`src/rtl/hfosc_pwr_seq.sv`:
```
// hfosc_pwr_seq: sequences HF oscillator power-up/enable/ready and reverse teardown on the LF clock
module hfosc_pwr_seq #(
  parameter int PU_CYCLES    = 2,
  parameter int EN_CYCLES    = 4,
  parameter int DRAIN_CYCLES = 2,
  parameter int CNT_W        = 4
) (
  input  logic       clk,
  input  logic       rst_n,
  input  logic       osc_req,
  output logic       clkhfpu,
  output logic       clkhfen,
  output logic       hf_ready,
  output logic       hf_rst_n,
  output logic       busy,
  output logic [2:0] state_o
);
  typedef enum logic [2:0] {
    OFF    = 3'd0,
    PWRUP  = 3'd1,
    ENWAIT = 3'd2,
    READY  = 3'd3,
    DRAIN  = 3'd4,
    PWRDN  = 3'd5
  } state_e;
  state_e state_q, state_d;
  logic [CNT_W-1:0] timer_q, timer_d;
  logic expired;
  assign expired = timer_q == CNT_W'(1);
  assign state_o = state_q;
  always_comb begin
    state_d = state_q;
    timer_d = (timer_q != '0) ? timer_q - CNT_W'(1) : timer_q;
    case (state_q)
      OFF: if (osc_req) begin
        state_d = PWRUP;
        timer_d = CNT_W'(PU_CYCLES);
      end
      PWRUP: if (!osc_req) state_d = OFF;
        else if (expired) begin
          state_d = ENWAIT;
          timer_d = CNT_W'(EN_CYCLES);
        end
      ENWAIT: if (!osc_req) state_d = PWRDN;
        else if (expired) state_d = READY;
      READY: if (!osc_req) begin
        state_d = DRAIN;
        timer_d = CNT_W'(DRAIN_CYCLES);
      end
      DRAIN: if (expired) state_d = PWRDN;
      PWRDN: state_d = OFF;
      default: begin
        state_d = OFF;
        timer_d = '0;
      end
    endcase
  end
  // outputs decoded from next state so they are registered yet change with the state
  always_ff @(posedge clk or negedge rst_n) begin
    if (!rst_n) begin
      state_q  <= OFF;
      timer_q  <= '0;
      clkhfpu  <= 1'b0;
      clkhfen  <= 1'b0;
      hf_ready <= 1'b0;
      hf_rst_n <= 1'b0;
      busy     <= 1'b0;
    end else begin
      state_q  <= state_d;
      timer_q  <= timer_d;
      clkhfpu  <= state_d != OFF;
      clkhfen  <= state_d inside {ENWAIT, READY, DRAIN};
      hf_ready <= state_d == READY;
      hf_rst_n <= state_d == READY;
      busy     <= state_d inside {PWRUP, ENWAIT, DRAIN, PWRDN};
    end
  end
endmodule

```
`config.mk`:
```
export PLATFORM = sky130hd
export DESIGN_NAME = hfosc_pwr_seq
export DESIGN_NICKNAME = d
export VERILOG_FILES = /design/src/rtl/hfosc_pwr_seq.sv
export SDC_FILE = /design/constraint.sdc
export NUM_CORES = 1
export LEC_CHECK = 0
export ABC_AREA = 1
export BUFFER_PORTS_ARGS = -buffer_cell sky130_fd_sc_hd__buf_2
export CAP_MARGIN = 20
export CORE_AREA = 3 3 40 42
export CTS_CLUSTER_SIZE = 12
export DETAILED_ROUTE_END_ITERATION = 12
export DIE_AREA = 0 0 43 45
export PLACE_DENSITY_LB_ADDON = 0.08
export SKIP_LAST_GASP = 1
export SYNTH_ARGS = -nofsm -noshare
export SYNTH_HDL_FRONTEND = slang
export SYNTH_SLANG_ARGS = --single-unit
```
`constraint.sdc`:
```
create_clock -name clk -period 2 [get_ports clk]
set_input_delay 0 -clock clk [delete_from_list [all_inputs] [get_ports clk]]
set_output_delay 0 -clock clk [all_outputs]
set_load 0.05 [all_outputs]
```
==> impl_metrics.py, run 1 <==
metrics = {
    "setup_path": {
        "start_kind": "flip-flop",
        "crit_buf_inv": 1,
        "cp-end-kind": "flip-flop",
        "cp_max_fo": 4,
        "cp.required_ns": 2.14,
        "worstSetupPathType": "reg -> reg",
        "ff2ff_path_depth": 7,
        "cp.depth": 7,
        "crit_family": "flip-flops",
        "crit_chain": "inv_1, ha_1, nand2_1, nand2_1, o21ai_0, o21ai_0, nand3_1",
        "slowest_delay_ns": 0.41,
        "crit_path_top_delay_cell": "dfrtp_1",
        "cp.arrival_ns": 1.50,
    },
    "global_routing": {
        "grt_max_degree": 12,
        "overflow": 0,
        "grt_pass1_wl_microns": 2280,
        "grt.total_usage_pct": 15.8,
        "grt_pass1_vias": 566,
        "antenna_found_initial": 0,
    },
    "finish": {
        "regArea_sq_um": 275,
        "nets": 112,
        "n_fill_cell": 113,
        "drive_gt1_share_pct": 24.8,
        "final_area_sq_um": 772,
        "num_antenna_cells": 0,
        "multiInputGateArea_sq_um": 328,
        "area_delta_synth_final_pct": 14.5,
    },
    "sta": {
        "fin_tns_setup_ns": 0,
        "rsz0062_at_grt": "false",
        "skew_ns": 0.00217,
        "setup_viol": 0,
        "final-hold-violation-count": 0,
        "tightestPinTransition_ns": 0.252,
        "max-slew-margin-rel_pct": 83.2,
        "worst_slack_ns": 0.639,
        "period_share_pct": 68.1,
        "finalMaxSlewViolations": 0,
        "period_needed_ns": 1.36,
        "fmaxAchievable_mhz": 735,
    },
    "clock_tree": {
        "clk_transition_reported_paths_ns": 0.07,
        "cts_buffers": 3,
        "post_cts_resized": 0,
        "htreeDepth": 1,
        "postCtsSetupBuffers": 0,
        "tritoncts": "built",
        "clock-root-buffer": "clkbuf_4",
        "cts.sinks": 11,
        "cts_max_path_buffers": 2,
        "postCtsHoldBufs": 1,
        "clock_latency_ns": 0.26,
    },
    "floorplanning": {
        "die_y_microns": 45,
        "initial_utilization_pct": 52.5,
        "die_area_sq_mm": 0.00194,
        "die_w_microns": 43,
        "row_count": 13,
        "core_sq_mm": 0.00128,
        "ios": 11,
    },
    "drt": {
        "firstDrtPassIters": 4,
        "highest_layer": "met3",
        "dr_wl_met2_microns": 704,
        "wirelength_microns": 1290,
        "drc": 0,
        "via_count": 591,
        "drtIter0Drc": 11,
        "ant_nets": 0,
        "wl_met1_microns": 529,
        "wl_per_cell_microns": 10.7,
        "wl_met3_microns": 55,
        "viasPerCell": 4.93,
    },
    "synth": {
        "async_flop_share_pct": 100,
        "synth_area_per_cell_sq_um": 7.41,
        "synthTopCellsByArea": "dfrtp_1 (41%), nand2_1 (14%), nand3_1 (8.2%)",
        "yosysTopAreaCell": "dfrtp_1",
        "synthesis.area_sq_um": 674,
        "yosys.area.top_type_share_pct": 40.8,
        "synth_fp_nets": 97,
        "synthFlopType": "dfrtp_1",
        "yosysMostFrequentCell": "nand2_1",
        "synth_common_cells": "nand2_1 (25), inv_1 (14), dfrtp_1 (11), nand3_1 (11), nor2_2 (5)",
        "syn_inst": 91,
        "ys_seq_elements": 11,
        "yosysWarnings": 0,
        "yosysUniqueCellTypes": 16,
        "synth-seq-area-share_pct": 40.8,
        "synth_edf_count": 0,
    },
    "flow_run": {
        "maxCapViolCount": 0,
    },
    "hold_path": {
        "hold_depth": 3,
        "hold_path.class": "in -> reg",
    },
    "placed_design": {
        "placed_cell_area_sq_um": 736,
        "dp_slack_ns": 0.651,
        "io_buffers": 10,
        "place.gp.congestion": 0.784,
        "dpl.hpwl_microns": 1070,
    },
    "run_status": {
        "status": "complete, no violations",
    },
}
-- state kept, by name, indices dropped and copies added, names as in the netlist --
name      cells
timer_q       4
state_o       3
busy          1
clkhfen       1
clkhfpu       1
hf_rst_n      1
-- worst reg2reg max path: cells and delay by family (launching register included) --
| kind | cells | cell delay [ns] |
|---|---|---|
| flip-flops | 1 | 0.41 |
| buffers and inverters | 1 | 0.12 |
| AND/OR/NAND/NOR | 3 | 0.28 |
| adder cells (fa/ha/maj) | 1 | 0.18 |
| AO/OA/AOI/OAI | 2 | 0.25 |
-- logic make-up (layout without fill, tap and decap cells) --
| kind of cell | count (synthesis) | count (layout) | synth area share, % |
|---|---|---|---|
| AO/OA/AOI/OAI | 6 | 6 | 5.20 |
| XOR/XNOR | 2 | 2 | 2.60 |
| adder cells (fa/ha/maj) | 3 | 3 | 5.57 |
| buffers and inverters | 18 | 32 | 10.6 |
| flip-flops | 11 | 11 | 40.8 |
| AND/OR/NAND/NOR | 51 | 51 | 35.2 |
-- cell usage in the layout, fill, tap and decap left out --
cell type       n
nand3_1        11
clkbuf_4        3
o21ai_0         4
nor2_2          5
inv_1          14
buf_2          10
nand2_1        25
nand2_2         4
inv_2           3
ha_1            3
clkbuf_1        1
nor2_4          1
o31ai_1         1
dlygate4sd3_1   1
nor2_1          3
nor3_1          2
dfrtp_1        11
xor2_1          2
o21bai_1        1
-- layer usage --
layer / up-vias / track usage [%]
li1: 306 / -
met1: 272 / 17.1
met2: 13 / 29.9
met3: 0 / 5.18
met4: 0 / 3.61
met5: - / 0
-- final timing paths --
kind,slack (ns),start,endpoint
hold / removal,0.08,osc_req,state_o[1]$_DFF_PN0_
setup reg to reg,0.64,timer_q[0]$_DFF_PN0_,timer_q[1]$_DFF_PN0_
min in group asynchronous,0.13,rst_n,timer_q[3]$_DFF_PN0_
max in group asynchronous,1.66,rst_n,clkhfpu$_DFF_PN0_
hold reg to reg,0.65,state_o[0]$_DFF_PN0_,timer_q[1]$_DFF_PN0_
setup / recovery,0.64,timer_q[0]$_DFF_PN0_,timer_q[1]$_DFF_PN0_
-- through the flow --
step                util [%]  hold WS, ns  cells
floorplan                  -       -0.296     91
global placement        57.3       -0.127    115
detailed placement      57.3       -0.119    115
CTS                     60.1       0.0710    120
global route            60.1       0.0941    120
finish                  60.1       0.0799    120
-- final cells by class --
class | count | share of cell area (%)
timing repair buffer | 11 | 7.78
sequential | 11 | 35.7
inverter | 17 | 8.27
multi-input combinational | 62 | 42.5
clock buffer | 4 | 3.40
tap | 15 | 2.43
Power of run 1 is not shown: default switching activity piles up to over one toggle a cycle in this logic, so the estimate is an artifact.
==> run 2, diff against run 1 <==
CORE_AREA = unset   (was 3 3 40 42)
CORE_MARGIN = 3   (was unset)
CORE_UTILIZATION = 47   (was unset)
DIE_AREA = unset   (was 0 0 43 45)
clock period = 1.2 ns   (was 2 ns; I/O delays follow)
==> impl_metrics.py, run 2 (synthesis gave the netlist of run 1 again) <==
metrics = {
    "sta": {
        "final-hold-violation-count": 0,
        "rsz0062_at_grt": "true",
        "period_needed_ns": 1.25,
        "whs_ns": 0.133,
        "finalMaxSlewViolations": 0,
        "period_share_pct": 105,
        "skew_ns": 0.00149,
        "fmaxAchievable_mhz": 797,
        "worst_slack_ns": -0.0550,
        "tightestPinTransition_ns": 0.245,
        "setup_viol": 10,
        "max-slew-margin-rel_pct": 83.6,
    },
    "drt": {
        "viasPerCell": 4.83,
        "drtIter0Drc": 8,
        "via_count": 643,
        "wirelength_microns": 1530,
        "ant_nets": 0,
        "wl_per_cell_microns": 11.5,
        "firstDrtPassIters": 3,
        "drc": 0,
    },
    "placed_design": {
        "place.gp.congestion": 0.813,
        "dpl.hpwl_microns": 1070,
        "placed_cell_area_sq_um": 827,
        "io_buffers": 10,
        "place_inst": 123,
    },
    "run_status": {
        "status": "finished with violations",
        "violations": "negative setup slack",
    },
    "floorplanning": {
        "row_count": 13,
        "die_w_microns": 43.9,
        "initial_utilization_pct": 51.2,
        "die_y_microns": 43.9,
        "core_sq_mm": 0.00132,
        "die_area_sq_mm": 0.00193,
        "ios": 11,
    },
    "setup_path": {
        "cpMostUsedCell": "nand3_2",
        "start_kind": "flip-flop",
        "crit_chain": "inv_2, ha_4, nand2_4, nand2_2, nand3_2, nor2_4, nand3_2",
        "r2r-start": "timer_q[1]$_DFF_PN0_",
        "crit_start": "timer_q[1]$_DFF_PN0_",
        "worstSetupPathType": "reg -> reg",
        "timing.rr.end": "clkhfpu$_DFF_PN0_",
        "slowest_delay_ns": 0.40,
        "crit_path_top_delay_cell": "dfrtp_1",
        "cp-end-kind": "flip-flop",
        "cp_max_fo": 6,
        "cp.arrival_ns": 1.41,
        "r2r_slack_ns": -0.05,
        "cp.required_ns": 1.35,
        "ff2ff_path_depth": 7,
    },
    "clock_tree": {
        "htreeDepth": 1,
        "cts.sinks": 11,
        "tritoncts": "built",
        "clk_transition_reported_paths_ns": 0.07,
        "clock-root-buffer": "clkbuf_4",
        "clock_latency_ns": 0.27,
        "cts_max_path_buffers": 2,
        "cts_buffers": 3,
    },
    "finish": {
        "largest_register": "timer_q",
        "drive_gt1_share_pct": 56.8,
        "area_delta_synth_final_pct": 51.2,
        "nets": 125,
        "final_cell_mix": "nand2_1 (18), buf_4 (11), inv_1 (10), nand2_2 (10), buf_2 (10)",
        "num_antenna_cells": 0,
        "final_common_cell": "nand2_1",
        "stdcell_count": 133,
        "final_area_sq_mm": 0.00102,
        "largest_reg_flops": 4,
    },
    "global_routing": {
        "grt_max_degree": 12,
        "grt_pass1_vias": 644,
        "antenna_found_initial": 0,
        "grt.total_usage_pct": 18.7,
        "grt_pass1_wl_microns": 2630,
        "overflow": 0,
    },
    "hold_path": {
        "hold_path.class": "in -> async",
    },
    "flow_run": {
        "maxCapViolCount": 0,
    },
}
==> run 2: changes by cell type in the layout (fill, tap and decap cells not counted), moves of 3 or more <==
cell | previous run | this run
buf_4 | 0 | 11
dfrtp_1 | 11 | 8
ha_1 | 3 | 0
ha_4 | 0 | 3
inv_1 | 14 | 10
nand2_1 | 25 | 18
nand2_2 | 4 | 10
nand3_1 | 11 | 6
nand3_2 | 0 | 4
nor2_4 | 1 | 5
o21ai_0 | 4 | 1
==> run 2: critical path, delay by kind of cell, from the launching register on <==
kind          cells  cell delay [ns]
simple gates      5             0.46
flops             1             0.40
fa+ha+maj         1             0.16
buf+inv           1             0.13
==> run 2: how the worst max path moves through the flow <==
stage,end,depth (start not counted)
after CTS,clkhfpu$_DFF_PN0_,7
after detailed placement,clkhfpu$_DFF_PN0_,7
after global routing,hf_rst_n$_DFF_PN0_,7
after global placement,clkhfpu$_DFF_PN0_,7
final,clkhfpu$_DFF_PN0_,7
after floorplan,timer_q[1]$_DFF_PN0_,6
==> run 2: what timing repair did <==
| action | CTS | global route |
|---|---|---|
| endpoints found under the setup margin | 10 | 10 |
| endpoints found under the hold margin | 11 | 0 |
| pin swaps | 12 | 11 |
| cloned | 0 | 0 |
| setup buffers | 2 | 3 |
| resized for setup | 26 | 7 |
| hold buffers | 1 | 0 |
==> run 2: final cells by class <==
type	count	area, sq um
clock buffer	3	22.5
tap	15	18.8
timing repair buffer	24	165
sequential	11	282
clock inverter	1	5.00
inverter	17	68.8
multi-input combinational	62	458
fill	100	298
==> run 2: metal layers <==
| layer | up-vias | wire length [microns] | track usage [%] |
|---|---|---|---|
| met3 | 0 | 53 | 7.47 |
| met4 | 0 | 0 | 3.61 |
| met1 | 303 | 650 | 21.6 |
| met5 | - | 0 | 0 |
| met2 | 6 | 822 | 32.6 |
| li1 | 334 | - | - |
==> run 2: stage by stage <==
step                setup slack (ns)  setup TNS [ns]  util [%]
finish                       -0.0550          -0.381      77.4
global route                  -0.134           -1.16      77.4
CTS                          -0.0532          -0.328      73.5
detailed placement            -0.146          -0.779      62.8
global placement             -0.0844          -0.356      62.8
floorplan                    -0.0381          -0.232         -
Power of run 2 is left out for the same reason.
